## src/rtl/led_pattern_counter.sv

```systemverilog
// led_pattern_counter: prescaled LED stepper that shows binary, Gray, ring or bounce patterns.
// Latency: a step updates led/tick/wrap on the edge where it is evaluated; buttons add sync+debounce+pulse delay.
// Backpressure: none; free-running display, steps are never queued (clear wins over a coincident step).
//
// Ports:
//   i_clk, i_rst_n          clock, synchronous active-low reset
//   i_en                    1 = free-run from prescaler, 0 = prescaler frozen and step button active
//   i_dir                   1 = up/left, 0 = down/right (ignored in bounce mode)
//   i_speed                 prescaler terminal count is (DIV >> i_speed) - 1
//   i_mode                  00 binary, 01 Gray, 10 ring, 11 bounce
//   i_btn_step, i_btn_clear raw asynchronous buttons
//   o_led                   registered display
//   o_tick, o_wrap          one-cycle pulses on a new step / on wrap-around

// lpc_debounce: two-flop synchronizer, stable-count debouncer, rising-edge press pulse.
// Latency: press pulse is high during the cycle after edge DB_CYCLES+3 of a held input.
// Backpressure: none; each accepted press yields exactly one pulse.
module lpc_debounce #(
    parameter int DB_CYCLES = 500_000
) (
    input  logic i_clk,
    input  logic i_rst_n,
    input  logic i_btn,
    output logic o_press
);
    localparam int DB_W = (DB_CYCLES > 1) ? $clog2(DB_CYCLES) : 1;
    localparam logic [DB_W-1:0] DB_LAST = DB_W'(DB_CYCLES - 1);

    logic [1:0]      r_sync;
    logic [DB_W-1:0] r_dbc;
    logic            r_db;
    logic            r_db_d;
    logic            r_press;
    logic            w_s;

    assign w_s     = r_sync[1];
    assign o_press = r_press;

    always_ff @(posedge i_clk) begin
        if (!i_rst_n) begin
            r_sync  <= 2'b00;
            r_dbc   <= '0;
            r_db    <= 1'b0;
            r_db_d  <= 1'b0;
            r_press <= 1'b0;
        end else begin
            r_sync <= {r_sync[0], i_btn};
            // The counter only runs while the synchronized level disagrees
            // with the accepted level; any return to agreement restarts it.
            if (w_s == r_db) begin
                r_dbc <= '0;
            end else if (r_dbc == DB_LAST) begin
                r_db  <= w_s;
                r_dbc <= '0;
            end else begin
                r_dbc <= r_dbc + DB_W'(1);
            end
            r_db_d  <= r_db;
            r_press <= r_db & ~r_db_d;
        end
    end
endmodule

module led_pattern_counter #(
    parameter int CLK_HZ    = 50_000_000,
    parameter int TICK_HZ   = 1,
    parameter int WIDTH     = 8,
    parameter int DB_CYCLES = 500_000
) (
    input  logic             i_clk,
    input  logic             i_rst_n,
    input  logic             i_en,
    input  logic             i_dir,
    input  logic [1:0]       i_speed,
    input  logic [1:0]       i_mode,
    input  logic             i_btn_step,
    input  logic             i_btn_clear,
    output logic [WIDTH-1:0] o_led,
    output logic             o_tick,
    output logic             o_wrap
);
    localparam int DIV   = CLK_HZ / TICK_HZ;
    localparam int PRE_W = (DIV > 1) ? $clog2(DIV) : 1;

    localparam logic [1:0] MODE_BIN    = 2'b00;
    localparam logic [1:0] MODE_GRAY   = 2'b01;
    localparam logic [1:0] MODE_RING   = 2'b10;
    localparam logic [1:0] MODE_BOUNCE = 2'b11;

    logic [PRE_W-1:0] r_pre;
    logic [WIDTH-1:0] r_cnt;
    logic [WIDTH-1:0] r_pat;
    logic             r_bdir;
    logic [WIDTH-1:0] r_led;
    logic             r_tick;
    logic             r_wrap;

    logic             w_step_press;
    logic             w_clear;
    logic [31:0]      w_term;
    logic             w_pre_step;
    logic             w_step;
    logic [PRE_W-1:0] w_pre_nxt;
    logic [WIDTH-1:0] w_cnt_nxt;
    logic [WIDTH-1:0] w_pat_nxt;
    logic             w_bdir_nxt;
    logic             w_wrap_nxt;
    logic [WIDTH-1:0] w_led_nxt;

    lpc_debounce #(.DB_CYCLES(DB_CYCLES)) u_db_step (
        .i_clk   (i_clk),
        .i_rst_n (i_rst_n),
        .i_btn   (i_btn_step),
        .o_press (w_step_press)
    );

    lpc_debounce #(.DB_CYCLES(DB_CYCLES)) u_db_clear (
        .i_clk   (i_clk),
        .i_rst_n (i_rst_n),
        .i_btn   (i_btn_clear),
        .o_press (w_clear)
    );

    // Greater-or-equal compare so that lowering the terminal count mid-period
    // steps on the very next edge instead of running the counter round.
    assign w_term     = (32'(DIV) >> i_speed) - 32'd1;
    assign w_pre_step = i_en & (32'(r_pre) >= w_term);
    // Button steps only count while free-run is off.
    assign w_step     = w_pre_step | (w_step_press & ~i_en);

    always_comb begin
        w_pre_nxt  = r_pre;
        w_cnt_nxt  = r_cnt;
        w_pat_nxt  = r_pat;
        w_bdir_nxt = r_bdir;
        w_wrap_nxt = 1'b0;
        w_led_nxt  = '0;

        if (w_clear) begin
            w_pre_nxt = '0;
        end else if (i_en) begin
            w_pre_nxt = w_pre_step ? '0 : r_pre + PRE_W'(1);
        end

        if (w_clear) begin
            w_cnt_nxt  = '0;
            w_pat_nxt  = WIDTH'(1);
            w_bdir_nxt = 1'b1;
        end else if (w_step) begin
            case (i_mode)
                MODE_BIN, MODE_GRAY: begin
                    if (i_dir) begin
                        w_cnt_nxt  = r_cnt + WIDTH'(1);
                        w_wrap_nxt = &r_cnt;
                    end else begin
                        w_cnt_nxt  = r_cnt - WIDTH'(1);
                        w_wrap_nxt = ~|r_cnt;
                    end
                end
                MODE_RING: begin
                    // An all-zero pattern can never move again; reseed it.
                    if (r_pat == '0) begin
                        w_pat_nxt = WIDTH'(1);
                    end else if (i_dir) begin
                        w_pat_nxt  = {r_pat[WIDTH-2:0], r_pat[WIDTH-1]};
                        w_wrap_nxt = r_pat[WIDTH-1];
                    end else begin
                        w_pat_nxt  = {r_pat[0], r_pat[WIDTH-1:1]};
                        w_wrap_nxt = r_pat[0];
                    end
                end
                default: begin
                    // Bounce: reverse at either end, never wrap.
                    if (r_pat == '0) begin
                        w_pat_nxt = WIDTH'(1);
                    end else if (r_bdir & r_pat[WIDTH-1]) begin
                        w_bdir_nxt = 1'b0;
                        w_pat_nxt  = r_pat >> 1;
                    end else if (!r_bdir & r_pat[0]) begin
                        w_bdir_nxt = 1'b1;
                        w_pat_nxt  = r_pat << 1;
                    end else if (r_bdir) begin
                        w_pat_nxt  = r_pat << 1;
                    end else begin
                        w_pat_nxt  = r_pat >> 1;
                    end
                end
            endcase
        end

        case (i_mode)
            MODE_BIN:    w_led_nxt = w_cnt_nxt;
            MODE_GRAY:   w_led_nxt = w_cnt_nxt ^ (w_cnt_nxt >> 1);
            MODE_RING,
            MODE_BOUNCE: w_led_nxt = w_pat_nxt;
            default:     w_led_nxt = w_cnt_nxt;
        endcase
    end

    always_ff @(posedge i_clk) begin
        if (!i_rst_n) begin
            r_pre  <= '0;
            r_cnt  <= '0;
            r_pat  <= WIDTH'(1);
            r_bdir <= 1'b1;
            r_led  <= '0;
            r_tick <= 1'b0;
            r_wrap <= 1'b0;
        end else begin
            r_pre  <= w_pre_nxt;
            r_cnt  <= w_cnt_nxt;
            r_pat  <= w_pat_nxt;
            r_bdir <= w_bdir_nxt;
            r_led  <= w_led_nxt;
            r_tick <= w_step & ~w_clear;
            r_wrap <= w_wrap_nxt;
        end
    end

    assign o_led  = r_led;
    assign o_tick = r_tick;
    assign o_wrap = r_wrap;
endmodule

```

## config.mk

```make
export PLATFORM = sky130hd
export DESIGN_NAME = led_pattern_counter
export DESIGN_NICKNAME = d
export VERILOG_FILES = /design/src/rtl/led_pattern_counter.sv
export SDC_FILE = /design/constraint.sdc
export NUM_CORES = 1
export LEC_CHECK = 0
export CAP_MARGIN = 20
export CELL_PAD_IN_SITES_DETAIL_PLACEMENT = 1
export CELL_PAD_IN_SITES_GLOBAL_PLACEMENT = 2
export CORE_ASPECT_RATIO = 2
export CORE_MARGIN = 3
export CORE_UTILIZATION = 41
export CTS_CLUSTER_DIAMETER = 150
export DETAILED_ROUTE_END_ITERATION = 8
export GPL_TIMING_DRIVEN = 0
export PLACE_DENSITY = 0.83
export SYNTH_ARGS = -nofsm -noshare
export SYNTH_HDL_FRONTEND = slang
export SYNTH_SLANG_ARGS = --single-unit
```

## constraint.sdc

```tcl
create_clock -name i_clk -period 6.05 [get_ports i_clk]
set_input_delay 0.9075 -clock i_clk [delete_from_list [all_inputs] [get_ports i_clk]]
set_output_delay 0.9075 -clock i_clk [all_outputs]
set_load 0.01 [all_outputs]
```

==> impl_metrics.tcl, run 1 <==
set metrics [dict create \
    status "completed" \
    tightestPinTransition_ps 728 \
    irDropWorstVdd_mv 0.172 \
    drive_gt1_frac 0.0457 \
    vias 4633 \
    yosys_warnings 0 \
    place.gp.congestion 0.807 \
    synth_top_area_frac 0.370 \
    clock_sinks 101 \
    rows 59 \
    floorplan.initialDensity 0.420 \
    drt-initial-drc-count 112 \
    seq_area_frac_synth 0.370 \
    coreArea_um2 13000 \
    p_per_area_nw_per_um2 234 \
    yosysTopAreaCell "dfxtp_1" \
    die_h_um 169 \
    clk_pin_slew_worst_paths_ps 80 \
    clk_latency_ps 360 \
    first_pass_iters 4 \
    crit_path_cell_trace "clkdlybuf4s50_1, buf_1, inv_1, ha_1, nor3_1, o2111ai_1, a21o_1, a211o_1, a31oi_1, xnor2_1, or3_1, a31o_1" \
    finalSetupViolations 0 \
    ant_nets 0 \
    grt_pass1_wl_um 24200 \
    area_delta_synth_final_pct 12.6 \
    synth_area_um2 5460 \
    dp_hpwl_um 11300 \
    crit_path_end_kind "flop" \
    wirelength_um 14300 \
    syn_avg_cell_area_um2 8.48 \
    nets 714 \
    ys.flop_type "dfxtp_1" \
    io_buffers 19 \
    slowest_delay_ps 680 \
    worstPathMaxFanout 10 \
    die_x_um 87.6 \
    leakagePower_nw 2.30 \
    antenna_found_initial 0 \
    cts_tree "yes" \
    drc_errors 0 \
    drv_cap 0 \
    required_ps 6290 \
    timing.final.crit_share 0.771 \
    postCtsSetupRepairBufs 0 \
    postSynthCellCount 644 \
    ios 20 \
    cts_hold_buf 0 \
    hold_viol 0 \
    worst_path_max_delay_cell "clkdlybuf4s50_1" \
    slew_headroom 0.514 \
    final.setup_skew_ps 14.5 \
    synth_seq_cells 101 \
    dieArea_um2 14800 \
    postSynthNetCount 684 \
    cts_inserted_buffers 9 \
    startpoint_type "input port" \
    clk_path_buf_depth 2 \
    min_period_ps 4660 \
    avgViaCountPerCell 5.58 \
    tns_ps 0 \
    total_power_mw 1.44 \
    grt_max_degree 21 \
    synth_edf_count 0 \
    yosysUniqueCellTypes 57 \
    htreeDepth 3 \
    cts_resized 0 \
    crit_arrival_ps 4900 \
    hp-class "reg2reg" \
    finalMaxSlewViolations 0 \
    netlist_top_cells_area "dfxtp_1 (37%), nor2_1 (6.7%), ha_1 (6.6%)" \
    clockRootBuffer "clkbuf_16" \
    overflow 0 \
    setup.worst_path.class "in2reg" \
    diodes 0 \
    async_flop_share 0 \
    grt_pass1_vias 5052 \
    rsz0062_at_grt "no" \
    wire_per_inst_um 17.2 \
    fmax_ghz 0.214 \
    grt.total_usage 0.205 \
]
==> cell usage after synthesis, types with 6 or more instances <==
cell type,instances
nor2b_1,12
o21ai_0,21
xor2_1,38
a211oi_1,6
inv_1,22
nor3_1,10
mux2i_1,32
and3_1,11
nor2_1,97
nand2_1,55
and2_1,9
nor4_1,6
clkbuf_1,17
nand4_1,14
xnor2_1,31
dfxtp_1,101
a21oi_1,17
ha_1,29
nand3_1,30
or3_1,10
o22ai_1,7
==> layer usage <==
layer,wire (µm),GRT usage
met5,0,0
met4,593,0.0935
met3,301,0.0335
met2,8140,0.403
met1,5230,0.199
==> logic make-up (layout without fill, tap and decap cells) <==
| kind of cell | Yosys count | count (layout) | share of synthesized area |
|---|---|---|---|
| muxes | 34 | 34 | 0.0635 |
| other | 2 | 2 | 0.00138 |
| buffers and inverters | 47 | 82 | 0.0358 |
| adders and majority gates | 31 | 31 | 0.0722 |
| and+or+nand+nor | 276 | 276 | 0.245 |
| DFF | 101 | 101 | 0.370 |
| AOI/OAI and AO/OA | 84 | 84 | 0.101 |
| xor gates and xnor gates | 69 | 69 | 0.111 |
==> registers in the layout, indices dropped and copies added (netlist names), 2 cells and up <==
| signal | count |
|---|---|
| r_pre | 26 |
| u_db_clear.r_dbc | 19 |
| u_db_step.r_dbc | 19 |
| o_led | 8 |
| r_cnt | 8 |
| r_pat | 8 |
| u_db_clear.r_sync | 2 |
| u_db_step.r_sync | 2 |
==> worst max-delay path, delay by kind of cell <==
family	cells	cell delay (ps)
xor+xnor	1	180
buf+inv	3	1640
compound gates	5	1170
simple gates	2	640
fa+ha+maj	1	350
==> final cells by class <==
| type | count | area, µm² |
|---|---|---|
| well taps | 152 | 190 |
| clock inverters | 7 | 80.1 |
| fillers | 1583 | 6850 |
| multi-input cells | 496 | 3240 |
| flip-flops and latches | 101 | 2020 |
| inverters | 22 | 82.6 |
| clock buffers | 9 | 225 |
| plain buffers | 25 | 113 |
| repair buffers | 19 | 190 |
==> through the flow <==
stage	hold slack, ps	cells	setup slack, ps	util	cell area, µm²
2_1_floorplan	367	644	2530	-	5460
3_3_place_gp	374	815	1140	0.449	5840
3_5_place_dp	379	815	1050	0.449	5840
4_1_cts	395	831	1400	0.473	6140
5_1_grt	413	831	1170	0.473	6140
6_report	391	831	1390	0.473	6140
==> cells in the final DEF, fill, tap and decap left out, drive strengths merged, types with 4 or more instances in the layout <==
cell type | netlist | routed
nor4 | 7 | 7
nor2 | 97 | 97
buf | 7 | 7
xnor2 | 31 | 31
a21oi | 17 | 17
or3 | 10 | 10
o211ai | 4 | 4
and2 | 10 | 10
ha | 29 | 29
mux2i | 32 | 32
inv | 22 | 25
o22ai | 7 | 7
clkbuf | 17 | 26
and4 | 5 | 5
and3 | 11 | 11
nand2 | 55 | 55
a211oi | 6 | 6
a21o | 5 | 5
clkdlybuf4s50 | 0 | 19
nor2b | 13 | 13
a31oi | 4 | 4
nand4 | 14 | 14
dfxtp | 101 | 101
xor2 | 38 | 38
o21ai | 22 | 22
nand3 | 30 | 30
nor3 | 10 | 10
==> final timing paths <==
kind                                from                           end  cells past startpoint  slack [ps]
max reg2reg       r_pre[13]$_SDFFE_PP0P_           o_led[3]$_SDFF_PN0_                     10        2750
max                                i_dir           o_led[6]$_SDFF_PN0_                     12        1390
min          u_db_step.r_db_d$_SDFF_PN0_  u_db_step.o_press$_SDFF_PN0_                      1         390
min reg2reg  u_db_step.r_db_d$_SDFF_PN0_  u_db_step.o_press$_SDFF_PN0_                      1         390
==> power by group <==
| group | internal [mW] | leakage [nW] | switching [mW] |
|---|---|---|---|
| registers | 0.675 | 0.817 | 0.0103 |
| logic | 0.0639 | 1.34 | 0.0888 |
| clock network | 0.295 | 0.146 | 0.302 |
| total | 1.03 | 2.30 | 0.401 |
(Power assumes the default switching activity.)
==> run 2: changes to the inputs <==
--- a/config.mk
+++ b/config.mk
@@ -10,11 +10,11 @@
 export CELL_PAD_IN_SITES_GLOBAL_PLACEMENT = 2
 export CORE_ASPECT_RATIO = 2
 export CORE_MARGIN = 3
-export CORE_UTILIZATION = 41
+export CORE_UTILIZATION = 38
 export CTS_CLUSTER_DIAMETER = 150
 export DETAILED_ROUTE_END_ITERATION = 8
 export GPL_TIMING_DRIVEN = 0
-export PLACE_DENSITY = 0.83
+export PLACE_DENSITY = 0.78
 export SYNTH_ARGS = -nofsm -noshare
 export SYNTH_HDL_FRONTEND = slang
 export SYNTH_SLANG_ARGS = --single-unit
==> constraint.sdc (replaced) <==
create_clock -name i_clk -period 4.4 [get_ports i_clk]
set_input_delay 0.66 -clock i_clk [delete_from_list [all_inputs] [get_ports i_clk]]
set_output_delay 0.66 -clock i_clk [all_outputs]
set_load 0.01 [all_outputs]
==> impl_metrics.tcl, run 2 (synthesis results as in run 1) <==
set metrics [dict create \
    status "completed" \
    startpoint_type "input port" \
    timing.final.crit_share 0.935 \
    top_regs "r_pre (26), u_db_clear.r_dbc (19), u_db_step.r_dbc (19)" \
    avgViaCountPerCell 5.22 \
    grt_pass1_vias 4828 \
    drt-initial-drc-count 83 \
    die_x_um 90.8 \
    ant_nets 0 \
    required_ps 4680 \
    pwr-share-comb 0.103 \
    dieArea_um2 15900 \
    postCtsSetupRepairBufs 0 \
    worstRegToRegCells 10 \
    diodes 0 \
    finalSetupViolations 0 \
    place.gp.congestion 0.799 \
    path_common_cell "ha_1" \
    rows 61 \
    grt.total_usage 0.176 \
    dp_hpwl_um 10700 \
    drv_cap 0 \
    crit_path_cell_trace "clkdlybuf4s50_1, nor2_2, inv_1, ha_1, ha_1, a21o_1, maj3_2, a221o_1, o221ai_2, a311oi_2, buf_6, mux2_4, a211oi_1, a31o_1" \
    hold_path_depth 1 \
    final.setup_skew_ps 11.1 \
    io_buffers 19 \
    grt_max_degree 18 \
    finalMaxSlewViolations 0 \
    min_period_ps 4110 \
    p_per_area_nw_per_um2 320 \
    antenna_found_initial 0 \
    cts_inserted_buffers 9 \
    leakagePower_nw 2.31 \
    clockPowerShare 0.422 \
    slew_headroom 0.603 \
    clk_pin_slew_worst_paths_ps 70 \
    rsz0062_at_grt "no" \
    coreArea_um2 14000 \
    worstHoldStart "u_db_step.r_db_d$_SDFF_PN0_" \
    setup_ws_ps 286 \
    wirelength_um 13600 \
    drive_gt1_frac 0.0471 \
    hold_viol 0 \
    worstReg2RegEnd "o_led[0]$_SDFF_PN0_" \
    preCtsSetupSlack_ps -203 \
    grt_pass1_wl_um 23000 \
    floorplan.initialDensity 0.391 \
    layout_common_cells "dfxtp_1 (101), nor2_1 (96), nand2_1 (55)" \
    crit_path_end_kind "flop" \
    first_pass_iters 4 \
    fillers 1678 \
    power_switching_uw 503 \
    layout_commonest_cell "dfxtp_1" \
    fmax_ghz 0.243 \
    drc_errors 0 \
    holdPathEnd "u_db_step.o_press$_SDFF_PN0_" \
    r2r_slack_ps 1260 \
    wire_per_inst_um 15.6 \
    r2r_start "r_pre[13]$_SDFFE_PP0P_" \
    p_sw_frac 0.253 \
    nets 714 \
    clockRootBuffer "clkbuf_16" \
    ios 20 \
    regMostFlops "r_pre" \
    clk_latency_ps 350 \
    worstPathMaxFanout 10 \
    vias 4535 \
    die_h_um 176 \
    cts_resized 0 \
    power_frac_seq 0.475 \
    worst_path_max_delay_cell "clkdlybuf4s50_1" \
    cts_hold_buf 0 \
    tns_ps 0 \
    slowest_delay_ps 620 \
    tightestPinTransition_ps 596 \
    crit_arrival_ps 4390 \
    overflow 0 \
    setup.worst_path.class "in2reg" \
    htreeDepth 3 \
    clk_path_buf_depth 2 \
    clock_sinks 101 \
    whs_ps 384 \
    largest_reg_flops 26 \
    internal_power_mw 1.48 \
    irDropWorstVdd_mv 0.173 \
    hp-class "reg2reg" \
    total_power_mw 1.99 \
    area_delta_synth_final_pct 13.6 \
    cts_tree "yes" \
]
[run 2: final cells by class]
type | instances | area [µm²] | share of cell area
buffer | 25 | 114 | 0.0184
clock buffer | 11 | 243 | 0.0392
clock inverter | 5 | 67.6 | 0.0109
inverter | 22 | 82.6 | 0.0133
multi-input combinational | 496 | 3240 | 0.523
sequential | 101 | 2020 | 0.326
tap | 189 | 236 | 0.0381
timing repair buffer | 19 | 190 | 0.0307
[run 2: through the flow]
stage | area, µm² | utilization | instances
2_1_floorplan | 5460 | - | 644
3_3_place_gp | 5890 | 0.421 | 852
3_5_place_dp | 5890 | 0.421 | 852
4_1_cts | 6200 | 0.444 | 868
5_1_grt | 6200 | 0.444 | 868
6_report | 6200 | 0.444 | 868
[run 2: routing by layer]
| layer | vias up | part of all wire | global-route usage | routed length (µm) |
|---|---|---|---|---|
| met2 | 28 | 0.57 | 0.348 | 7670 |
| met3 | 18 | 0.014 | 0.0219 | 188 |
| li1 | 2270 | - | - | - |
| met4 | 0 | 0.019 | 0.0575 | 251 |
| met1 | 2219 | 0.40 | 0.186 | 5460 |
| met5 | - | 0 | 0 | 0 |
[run 2: power groups by stage]
stage | combinational [mW] | sequential, mW | clock (mW)
after floorplan | 0.139 | 0.963 | 0
after global placement | 0.200 | 0.963 | 0
after detailed placement | 0.206 | 0.964 | 0
after CTS | 0.207 | 0.943 | 0.865
after global routing | 0.228 | 0.945 | 0.900
final | 0.205 | 0.943 | 0.839
[run 2: worst max path at each step]
stage / end / startpoint / depth (start not counted) / slack [ps]
finish: o_led[0]$_SDFF_PN0_ / i_speed[0] / 14 / 290
global route: o_led[0]$_SDFF_PN0_ / i_speed[0] / 14 / 60
CTS: o_led[6]$_SDFF_PN0_ / i_dir / 12 / 140
detailed placement: o_led[6]$_SDFF_PN0_ / i_dir / 12 / -200
global placement: o_led[6]$_SDFF_PN0_ / i_dir / 12 / -190
floorplan: o_led[6]$_SDFF_PN0_ / i_dir / 11 / 1130
[run 2: critical path: cells and delay by family]
family / cells / cell delay, ps
multiplexers: 1 / 300
adder cells (fa/ha/maj): 3 / 710
AO/OA/AOI/OAI: 6 / 1550
buffers and inverters: 3 / 880
AND/OR/NAND/NOR: 1 / 290
